--- config.mk ---
export PLATFORM = sky130hd
export DESIGN_NAME = pipe_hazard_sequencer
export DESIGN_NICKNAME = d
export VERILOG_FILES = /design/src/rtl/pipe_hazard_sequencer.sv
export SDC_FILE = /design/constraint.sdc
export NUM_CORES = 1
export LEC_CHECK = 0
export ABC_AREA = 1
export CAP_MARGIN = 20
export CORE_MARGIN = 3
export CORE_UTILIZATION = 25
export CTS_CLUSTER_SIZE = 12
export DETAILED_ROUTE_END_ITERATION = 6
export SLEW_MARGIN = 20
export SYNTH_ARGS = -nofsm -noshare
export SYNTH_HDL_FRONTEND = slang
export SYNTH_SLANG_ARGS = --single-unit
--- constraint.sdc ---
create_clock -name clk -period 3.3 [get_ports clk]
set_clock_uncertainty 0.05 [all_clocks]
set_input_delay 0.495 -clock clk [delete_from_list [all_inputs] [get_ports clk]]
set_output_delay 0.495 -clock clk [all_outputs]
set_load 0.05 [all_outputs]
--- src/rtl/pipe_hazard_sequencer.sv ---
// Pipeline hazard controller: stage enables/clears, E-stage forwarding and the data-memory wait FSM.
// Optional performance counters are enabled by defining HAZARD_PERF_EN.
module pipe_hazard_sequencer #(
  parameter int unsigned MEM_TIMEOUT = 16,
  parameter int unsigned CNT_W       = 16
) (
  input  logic             clk,
  input  logic             rst,
  input  logic [4:0]       rs1D,
  input  logic [4:0]       rs2D,
  input  logic [4:0]       rs1E,
  input  logic [4:0]       rs2E,
  input  logic [4:0]       rdE,
  input  logic [1:0]       resultSrcE,
  input  logic             pcSrcE,
  input  logic [4:0]       rdM,
  input  logic             regWriteM,
  input  logic [4:0]       rdW,
  input  logic             regWriteW,
  input  logic             memReqM,
  input  logic             memAckM,
  output logic             enF,
  output logic             enD,
  output logic             clrD,
  output logic             clrE,
  output logic             holdM,
  output logic [1:0]       forwardAE,
  output logic [1:0]       forwardBE,
  output logic             memTimeout,
  output logic [CNT_W-1:0] stallCount,
  output logic [CNT_W-1:0] flushCount
);

  localparam int unsigned WaitW = $clog2(MEM_TIMEOUT + 1);
  localparam logic [WaitW-1:0] TimeoutVal = WaitW'(MEM_TIMEOUT);

  typedef enum logic [1:0] {StRun, StMemWait, StTimeout} state_e;

  state_e           state_q, state_d;
  logic [WaitW-1:0] wait_q, wait_d;
  logic [WaitW-1:0] wait_inc;
  logic             freeze;
  logic             lw_stall;

  // M-stage match takes priority over W-stage as it holds the newer value.
  always_comb begin
    forwardAE = 2'b00;
    forwardBE = 2'b00;
    if (rst) begin
      if (regWriteM && rdM != 5'd0 && rdM == rs1E) begin
        forwardAE = 2'b10;
      end else if (regWriteW && rdW != 5'd0 && rdW == rs1E) begin
        forwardAE = 2'b01;
      end
      if (regWriteM && rdM != 5'd0 && rdM == rs2E) begin
        forwardBE = 2'b10;
      end else if (regWriteW && rdW != 5'd0 && rdW == rs2E) begin
        forwardBE = 2'b01;
      end
    end
  end

  assign lw_stall = (resultSrcE == 2'b01) && (rdE != 5'd0) && ((rdE == rs1D) || (rdE == rs2D));
  assign wait_inc = wait_q + 1'b1;

  always_comb begin
    freeze = 1'b1;
    case (state_q)
      StRun:     freeze = memReqM && !memAckM;
      StMemWait: freeze = !memAckM;
      StTimeout: freeze = 1'b1;
      default:   freeze = 1'b1;
    endcase
  end

  always_comb begin
    state_d = state_q;
    wait_d  = wait_q;
    case (state_q)
      StRun: begin
        if (memReqM && !memAckM) begin
          state_d = StMemWait;
          wait_d  = WaitW'(1);
        end
      end
      StMemWait: begin
        if (memAckM) begin
          state_d = StRun;
          wait_d  = '0;
        end else begin
          wait_d = wait_inc;
          if (wait_inc >= TimeoutVal) begin
            state_d = StTimeout;
          end
        end
      end
      StTimeout: state_d = StTimeout;
      default: begin
        state_d = StRun;
        wait_d  = '0;
      end
    endcase
  end

  always_ff @(posedge clk or negedge rst) begin
    if (!rst) begin
      state_q <= StRun;
      wait_q  <= '0;
    end else begin
      state_q <= state_d;
      wait_q  <= wait_d;
    end
  end

  // Branch flush beats load-use stall; a memory freeze overrides both so they re-resolve later.
  always_comb begin
    enF   = 1'b1;
    enD   = 1'b1;
    clrD  = 1'b0;
    clrE  = 1'b0;
    holdM = 1'b0;
    if (!rst) begin
      enF  = 1'b0;
      enD  = 1'b0;
      clrD = 1'b1;
      clrE = 1'b1;
    end else if (freeze) begin
      enF   = 1'b0;
      enD   = 1'b0;
      holdM = 1'b1;
    end else if (pcSrcE) begin
      clrD = 1'b1;
      clrE = 1'b1;
    end else if (lw_stall) begin
      enF  = 1'b0;
      enD  = 1'b0;
      clrE = 1'b1;
    end
  end

  assign memTimeout = (state_q == StTimeout);

`ifdef HAZARD_PERF_EN
  logic [CNT_W-1:0] stall_q, flush_q;

  always_ff @(posedge clk or negedge rst) begin
    if (!rst) begin
      stall_q <= '0;
      flush_q <= '0;
    end else begin
      if (!enF && stall_q != '1) begin
        stall_q <= stall_q + 1'b1;
      end
      if (!freeze && pcSrcE && flush_q != '1) begin
        flush_q <= flush_q + 1'b1;
      end
    end
  end

  assign stallCount = stall_q;
  assign flushCount = flush_q;
`else
  assign stallCount = '0;
  assign flushCount = '0;
`endif

endmodule

==> results.md, run 1 <==
* Register area share after synthesis at 0.149
* Final setup vio count at 0
* Critical Path Max Stage Delay at slightly above 700 ps
* RSZ-0062 raised after global routing: false
* Crit-path max FO at 9
* Non-filler cells in the finished layout at between 200 and 300
* Final RePlAce weighted congestion at around 0.77
* First-pass GRT wire length at around 4300 microns
* Crit path setup slack, layout at between 800 and 900 ps
* TritonCTS Sinks at 7
* Nets@finish at a little under 300
* Core area at 4440 sq um
* I/O Buffers at 53
* Grt ovf at 0
* Die H at 74.6 microns
* Cell Area, Placed at roughly 1600 sq um
* Syn avg cell area at just over 6 sq um
* Cell area after layout at around 1700 sq um
* DRT Wirelength at roughly 2700 microns
* Row count at 24
* Layout cells sized above 1 at 0.0688
* Pre-CTS setup slack at slightly below 800 ps
* YS warnings at 0
* TritonCTS Buffers at 3
* R2r setup slk at 1990 ps
* Clk_lat worst skew at about 220 ps
* Startpoint types: primary input
* Pleak at between 0.8 and 0.9 nW
* Yosys reg bits at 7
* Largest net degree at the start of global routing at 10
* CP max stage cell: clkdlybuf4s50_1
* CP Capture Type: output port
* Synth top area cells: buf_4 (21%), dfrtp_1 (15%), nand2_1 (12%)
* Peak Freq at a little over 0.4 GHz
* CP Class: primary input to output port
* Total Routing Usage GR at 0.0968
* Vias in the first global route at roughly 1100
* Antenna-violating nets left at 0
* CTS tree: yes
* Commonest non-fill, non-tap cell in the layout: clkdlybuf4s50_1
* Pwr Total at ~0.68 mW
* Antenna violations before repair at 0
* Peak supply drop at around 0.15 mV
* Drt wl/cell at 8.99 microns
* Post-Syn Instances at about 190
* Crit-path cells: clkdlybuf4s50_1 > inv_1 > nor2_1 > nand3_1 > nor2_1 > buf_4
* CP Data Arrival Time at about 1900 ps
* Setup Buffers After CTS at 0
* Vias per cell at 3.83
* Crit path top cell by count: nor2_1
* Cells after DPL at 295
* Root Buffer Master: clkbuf_8
* Die width at 74.6 microns
* Initial Util at 0.264
* Netlist cell types at 22
* Diode count at 0
* TNS Setup at 0 ps
* Iteration-0 DRC Markers at 14
* Biggest area consumer among synthesized cells: buf_4
* Max-Cap Viols at 0
* CP required at between 2000 and 3000 ps
* Hold Fails Final Rpt at 0
* Htree depth at 1
* PD cells at 407 nW/um^2
* Fin crit period at 2480 ps
* Clock-pin slew on the worst setup and hold paths at 40 ps
* Total number of vias at 1146
* Hpwl dp at about 2400 microns
* Mapped cell area at ~1200 sq um
* Drt pass-1 iters at 4
* Commonest cells after routing, fill and taps aside: clkdlybuf4s50_1 (44), nand2_1 (38), conb_1 (32)
* Clock buffer depth at 2
* Slew Limit Fails at 0
* I/O pins at between 80 and 90
* Resize count post-CTS at 0
* Tcrit/Tclk final at 0.751
* # DRC at 0
* Hold Crit Class: register to register
* P&R area growth vs syn at 41.4%
* # hold bufs at CTS at 0
* Die footprint at around 5600 sq um
* Area share of the largest cell type after synthesis at 0.211
* Status: finished, final reports clean
-- metal layers --
| metal | up-vias | wire, microns | global-route usage |
|---|---|---|---|
| met5 | - | 0 | 0 |
| met4 | 0 | 0 | 0.0237 |
| met3 | 0 | 244 | 0.0203 |
| met2 | 50 | 1320 | 0.176 |
| met1 | 474 | 1120 | 0.116 |
| li1 | 622 | - | - |
-- cell usage after synthesis, drive strengths merged --
cell,instances
dfrtp,7
o31ai,1
o21ai,7
nand3b,1
ha,1
xnor2,10
a21oi,6
nor3,2
nand3,10
buf,33
xor2,12
nor2,29
nand2,39
inv,31
conb,1
o22ai,1
a22oi,1
-- power by group --
part / switching (mW) / leakage (nW) / total [mW] / internal [mW]
Sequential: 0.0221 / 0.0923 / 0.134 / 0.112
Clock: 0.0357 / 0.0228 / 0.119 / 0.0835
Combinational: 0.284 / 0.754 / 0.423 / 0.139
Total: 0.342 / 0.869 / 0.677 / 0.335
-- cells by family after synthesis --
| family | Yosys count | synth area share |
|---|---|---|
| and+or+nand+nor | 81 | 0.283 |
| buffers and inverters | 64 | 0.310 |
| xor gates and xnor gates | 22 | 0.164 |
| AOI/OAI and AO/OA | 16 | 0.0799 |
| DFF | 7 | 0.149 |
| adders and majority gates | 1 | 0.0106 |
| other | 1 | 0.00319 |
-- state kept, by name, indices dropped and copies added (netlist names) --
register,flops
state_q,2
wait_q,5
-- worst max-delay path, delay by kind of cell --
family	cells	cell delay (ps)
buf+inv	3	1130
simple gates	3	310
-- stage by stage --
| stage | utilization | hold slack (ps) |
|---|---|---|
| floorplan | - | 149 |
| global placement | 0.364 | 428 |
| CTS | 0.374 | 432 |
| detailed placement | 0.364 | 428 |
| global route | 0.374 | 468 |
| finish | 0.374 | 435 |
-- path summary, 6_finish.rpt --
| path | depth (start not counted) | startpoint | end |
|---|---|---|---|
| worst max register to register | 7 | wait_q[0] | state_q[1] |
| worst max-delay path | 6 | rst | forwardBE[0] |
| worst min register to register | 1 | state_q[1] | state_q[0] |
| worst min-delay path | 1 | state_q[1] | state_q[0] |
| max in group asynchronous | 1 | rst | wait_q[1] |
| min in group asynchronous | 1 | rst | wait_q[4] |
-- cell type report --
class | count | area (sq um)
well taps | 52 | 65.1
flip-flops and latches | 7 | 175
clock buffers | 4 | 45.0
fillers | 485 | 2780
inverters | 31 | 116
multi-input cells | 152 | 752
repair buffers | 53 | 508
Power figures use the tool's default switching activity.
==> inputs of run 2 (changes only) <==
Clock period 3.3 ns to 2.2 ns, I/O delays scaled along.
==> run 2 against run 1 <==
Hold slack got worse by 13 ps; clock power rose by 51%; total power rose by 58%; largest cell class unchanged.
==> results.md, run 2 (synthesis results as in run 1) <==
* Hold Fails Final Rpt at 0 (unchanged)
* Final hold slack at 421 ps (-13.4 ps)
* Die footprint at 5560 sq um (unchanged)
* Die H at 74.6 microns (unchanged)
* Grt ovf at 0 (unchanged)
* Commonest non-fill, non-tap cell in the layout: clkdlybuf4s50_1
* PD cells at 601 nW/um^2 (+48%)
* Peak Freq at roughly 0.49 GHz
* CP Data Arrival Time at 1650 ps (-280 ps)
* R2R cell count at 7 (unchanged)
* Met1 WL at 1120 microns (-0.45%)
* Final RePlAce weighted congestion at 0.767 (-0.93%)
* Commonest cells after routing, fill and taps aside: clkdlybuf4s50_1 (41), nand2_1 (38), conb_1 (32)
* TritonCTS Buffers at 3 (unchanged)
* Largest register FFs at 5 (unchanged)
* Row count at 24 (unchanged)
* Drt pass-1 iters at 5 (+1)
* Fin crit period at about 2000 ps
* Met2 WL at 1380 microns (+4.2%)
* First-pass GRT wire length at 4190 microns (-3.2%)
* Root Buffer Master: clkbuf_8
* R2r startpoint: wait_q[0]
* Drt wl/cell at 9.15 microns (+1.7%)
* Peak supply drop at 0.200 mV (+36%)
* R2r setup slk at 890 ps (-1100 ps)
* DRT Wirelength at 2760 microns (+2.8%)
* I/O Buffers at 53 (unchanged)
* Hold Crit Class: primary input to async pin
* Clk_lat worst skew at 230 ps (about the same)
* Reg2reg end: state_q[1]
* CTS tree: yes
* I/O pins at 86 (unchanged)
* Met3 routed WL at 255 microns (+4.5%)
* Total number of vias at 1184 (+3.3%)
* Slew Limit Fails at 0 (unchanged)
* TNS Setup at 0 ps (unchanged)
* Hpwl dp at 2530 microns (+4.1%)
* Crit path setup slack, layout at 171 ps (-652 ps)
* P&R area growth vs syn at 51.7%
* Clock buffer depth at 2 (unchanged)
* Diode count at 0 (unchanged)
* Max-Cap Viols at 0 (unchanged)
* Setup Buffers After CTS at 0 (unchanged)
* DR top layer: met4
* Pre-CTS setup slack at 45.9 ps (-734 ps)
* Pleak at 0.922 nW (+6.1%)
* # DRC at 0 (unchanged)
* Final setup vio count at 0 (unchanged)
* Core Util, Final at 0.401 (+0.0270)
* Layout cells sized above 1 at 0.100 (+0.0312)
* Largest net degree at the start of global routing at 8 (-2)
* Antenna violations before repair at 0 (unchanged)
* Iteration-0 DRC Markers at 13 (-1)
* Tcrit/Tclk final at 0.922
* Initial Util at 0.264 (unchanged)
* Crit path from: rdM[3]
* RSZ-0062 raised after global routing: false
* CP required at 1820 ps (-930 ps)
* CP Class: primary input to output port
* Htree depth at 1 (unchanged)
* Core area at 4440 sq um (unchanged)
* Largest regs: wait_q: 5 flops, state_q: 2 flops
* Antenna-violating nets left at 0 (unchanged)
* Total Routing Usage GR at 0.0941 (-0.00277)
* Pwr Total at 1.07 mW (+58%)
* Vias in the first global route at 1041 (-2.7%)
* CP Capture Type: output port
* Vias per cell at 3.92 (+2.3%)
* # hold bufs at CTS at 0 (unchanged)
* Crit-path max FO at 3 (-6)
* Critical path destination: forwardAE[0]
* Top reg by flops: wait_q
* Clock-pin slew on the worst setup and hold paths at 40 ps (about the same)
* Nets@finish at 296 (+1.0%)
* Die width at 74.6 microns (unchanged)
* TritonCTS Sinks at 7 (unchanged)
* Status: finished, final reports clean
* Startpoint types: primary input
run 2: changes by cell type in the layout (fill, tap and decap cells not counted):
| cell | before | now |
|---|---|---|
| buf_12 | 0 | 7 |
| buf_4 | 9 | 6 |
| clkdlybuf4s50_1 | 44 | 41 |
| dlymetal6s2s_1 | 0 | 2 |
| inv_1 | 30 | 29 |
| inv_2 | 1 | 2 |
| nor2_1 | 28 | 25 |
| nor2_2 | 0 | 3 |
run 2: layout make-up:
cell class	count	area, sq um
Fill cell	459	2660
Multi-Input combinational cell	152	759
Timing Repair Buffer	56	621
Sequential cell	7	175
Inverter	31	116
Tap cell	52	65.1
Clock buffer	4	45.0
run 2: metrics by stage:
stage,std cells,area [sq um]
6_report,302,1780
5_1_grt,302,1780
4_1_cts,302,1770
3_5_place_dp,298,1720
3_3_place_gp,298,1720
2_1_floorplan,223,1290
run 2: repair_timing:
| item | 4_1_cts | 5_1_grt |
|---|---|---|
| endpoints found under the setup margin | 0 | 4 |
| resized for setup | 0 | 6 |
| hold endpoints to repair | 0 | 0 |
run 2: per-layer routing:
metal,track usage,up-vias
met2,0.177,49
met1,0.105,501
met3,0.0311,3
li1,-,631
met4,0.0119,0
met5,0,-
run 2: how the worst min path moves through the flow:
| stage | startpoint | to | cells after the start | slack (ps) |
|---|---|---|---|---|
| 3_5_place_dp | state_q[1] | state_q[0] | 1 | 430 |
| 2_1_floorplan | rst | state_q[0] | 0 | -20 |
| 3_3_place_gp | state_q[1] | state_q[0] | 1 | 430 |
| 6_report | rst | wait_q[1] | 2 | 420 |
| 4_1_cts | state_q[1] | state_q[0] | 1 | 440 |
| 5_1_grt | rst | wait_q[2] | 2 | 450 |
run 2: critical path, stage by stage:
cell	delay (ps)
clkdlybuf4s50_1	460
nor2_1	110
nand2_1	50
o21ai_0	150
inv_1	70
nand3_1	100
inv_1	60
nor2_2	150
buf_12	150
run 2: where the power goes:
part / internal [mW] / switching, mW
Combinational: 0.250 / 0.438
Sequential: 0.168 / 0.0350
Clock: 0.125 / 0.0546
==> inputs of run 3 (changes only) <==
Settings changed: CORE_ASPECT_RATIO set to 1.1, CTS_CLUSTER_DIAMETER set to 30.
==> run 3 against run 2 <==
Global-route usage up 0.16 points; die area about the same; utilization up 0.39 points; largest cell class unchanged; largest power group unchanged; highest routed layer unchanged.
==> results.md, run 3 (synthesis results as in run 1) <==
* Grt ovf at 0 (unchanged)
* I/O Buffers at 53 (unchanged)
* Nets@finish at 296 (unchanged)
* TNS Setup at 0 ps (unchanged)
* Startpoint types: primary input
* Vias per cell at 3.94 (+0.60%)
* Total number of vias at 1199 (+1.3%)
* Slew Limit Fails at 0 (unchanged)
* Pleak at 0.934 nW (+1.3%)
* Hold Fails Final Rpt at 0 (unchanged)
* Final setup vio count at 0 (unchanged)
* Diode count at 0 (unchanged)
* Top reg by flops: wait_q
* Resize count post-CTS at 0 (unchanged)
* Drt pass-1 iters at 4 (-1)
* Pre-CTS setup slack at 109 ps (+63.5 ps)
* Max-Cap Viols at 0 (unchanged)
* Tcrit/Tclk final at 0.950 (+0.0279)
* FF+latch area at 175 sq um (unchanged)
* Largest register FFs at 5 (unchanged)
* CP Class: primary input to output port
* # hold bufs at CTS at 0 (unchanged)
* Die footprint at 5560 sq um (about the same)
* CTS tree: yes
* Total Routing Usage GR at 0.0956 (+0.00155)
* Iteration-0 DRC Markers at 40 (+27)
* Row count at 25 (+4.2%)
* CP required at 1820 ps (about the same)
* RSZ-0062 raised after global routing: false
* GR peak layer: met2
* CP Data Arrival Time at 1710 ps (+60 ps)
* GR Util met3 at 0.0311 (about the same)
* Grt met1 use at 0.101 (-0.00402)
* Status: finished, final reports clean
* Vias in the first global route at 1124 (+8.0%)
* # DRC at 0 (unchanged)
* TritonCTS Buffers at 3 (unchanged)
* Clock-pin slew on the worst setup and hold paths at 40 ps (about the same)
* Cell Area, Placed at 1730 sq um (+0.15%)
* Final RePlAce weighted congestion at 0.796 (+3.8%)
* Root Buffer Master: clkbuf_8
* Initial Util at 0.266 (+0.00202)
* Antenna violations before repair at 0 (unchanged)
* DRT Wirelength at 2780 microns (+0.62%)
* Largest net degree at the start of global routing at 8 (unchanged)
* Hold Crit Class: register to register
* Cell area after layout at 1790 sq um (+0.21%)
* Pwr Total at 1.07 mW (-0.16%)
* Crit path setup slack, layout at 109 ps (-61.4 ps)
* Layout cells sized above 1 at 0.100 (unchanged)
* Commonest cells after routing, fill and taps aside: clkdlybuf4s50_1 (40), nand2_1 (38), conb_1 (32)
* Clk_lat worst skew at 220 ps (about the same)
* Footprint of the multi-input gates at 757 sq um (-0.33%)
* Die H at 77.9 microns (+4.5%)
* Setup Buffers After CTS at 0 (unchanged)
* Core area at 4410 sq um (-0.76%)
* Fin crit period at 2090 ps (+61.4 ps)
* Clock buffer depth at 2 (unchanged)
* P&R area growth vs syn at 52.0%
* Hpwl dp at 2580 microns (+2.3%)
* Commonest non-fill, non-tap cell in the layout: clkdlybuf4s50_1
* Peak Freq at 0.478 GHz (-2.9%)
* TritonCTS Sinks at 7 (unchanged)
* Drt wl/cell at 9.14 microns (about the same)
* Die width at 71.4 microns (-4.3%)
* PD cells at 599 nW/um^2 (-0.37%)
* First-pass GRT wire length at 4490 microns (+7.1%)
* CP Capture Type: output port
* Peak supply drop at 0.190 mV (-4.6%)
* I/O pins at 86 (unchanged)
* Filler instances at 478 (+4.1%)
* Largest regs: wait_q: 5 flops, state_q: 2 flops
* Crit-path max FO at 2 (-1)
* Antenna-violating nets left at 0 (unchanged)
* Met2 Use GR at 0.179 (+0.00264)
* Htree depth at 1 (unchanged)
## run 3: cell types whose count changed in the layout (fill, tap and decap cells not counted)
cell             delta
dlymetal6s2s_1      +1
nor2_1              +1
clkbuf_1            -1
clkinv_2            +1
o21ai_0             -1
nor2_2              -1
clkdlybuf4s50_1     -1
o21ai_1             +1
## run 3: layer usage
metal | routed length, microns | up-vias | part of all wire
li1 | - | 635 | -
met1 | 1000 | 498 | 0.36
met2 | 1430 | 64 | 0.51
met3 | 332 | 2 | 0.12
met4 | 14 | 0 | 0.0050
met5 | 0 | - | 0
## run 3: through the flow
stage / cells / utilization / hold WS (ps)
finish: 304 / 0.405 / 425
global route: 304 / 0.405 / 459
CTS: 304 / 0.402 / 424
detailed placement: 300 / 0.391 / 416
global placement: 300 / 0.391 / 423
floorplan: 223 / - / -15.6
## run 3: power breakdown
part	internal (mW)	leakage, nW	switching, mW
Clock	0.122	0.0255	0.0537
Sequential	0.168	0.0923	0.0332
Combinational	0.250	0.816	0.442
## run 3: path summary, 6_finish.rpt
check | slack, ps | cells after the start | startpoint | end
worst max-delay path | 110 | 8 | rdM[0] | forwardAE[1]
worst min-delay path | 420 | 1 | state_q[1] | state_q[0]
worst max register to register | 890 | 7 | wait_q[0] | state_q[1]
worst min register to register | 420 | 1 | state_q[1] | state_q[0]
max in group asynchronous | 1530 | 2 | rst | wait_q[1]
min in group asynchronous | 450 | 2 | rst | state_q[1]
## run 3: cell type report
type                    count  share of cell area
flip-flops and latches      7              0.0981
inverters                  31              0.0652
repair buffers             56               0.349
multi-input cells         152               0.424
clock inverters             1             0.00280
well taps                  54              0.0378
clock buffers               3              0.0231
## run 3: worst max-delay path, stage by stage
cell             delay (ps)
clkdlybuf4s50_1         480
buf_4                   120
xnor2_1                 110
nand2_1                  90
nor2_1                   90
nand3_1                  90
nor2_1                  220
buf_12                  180
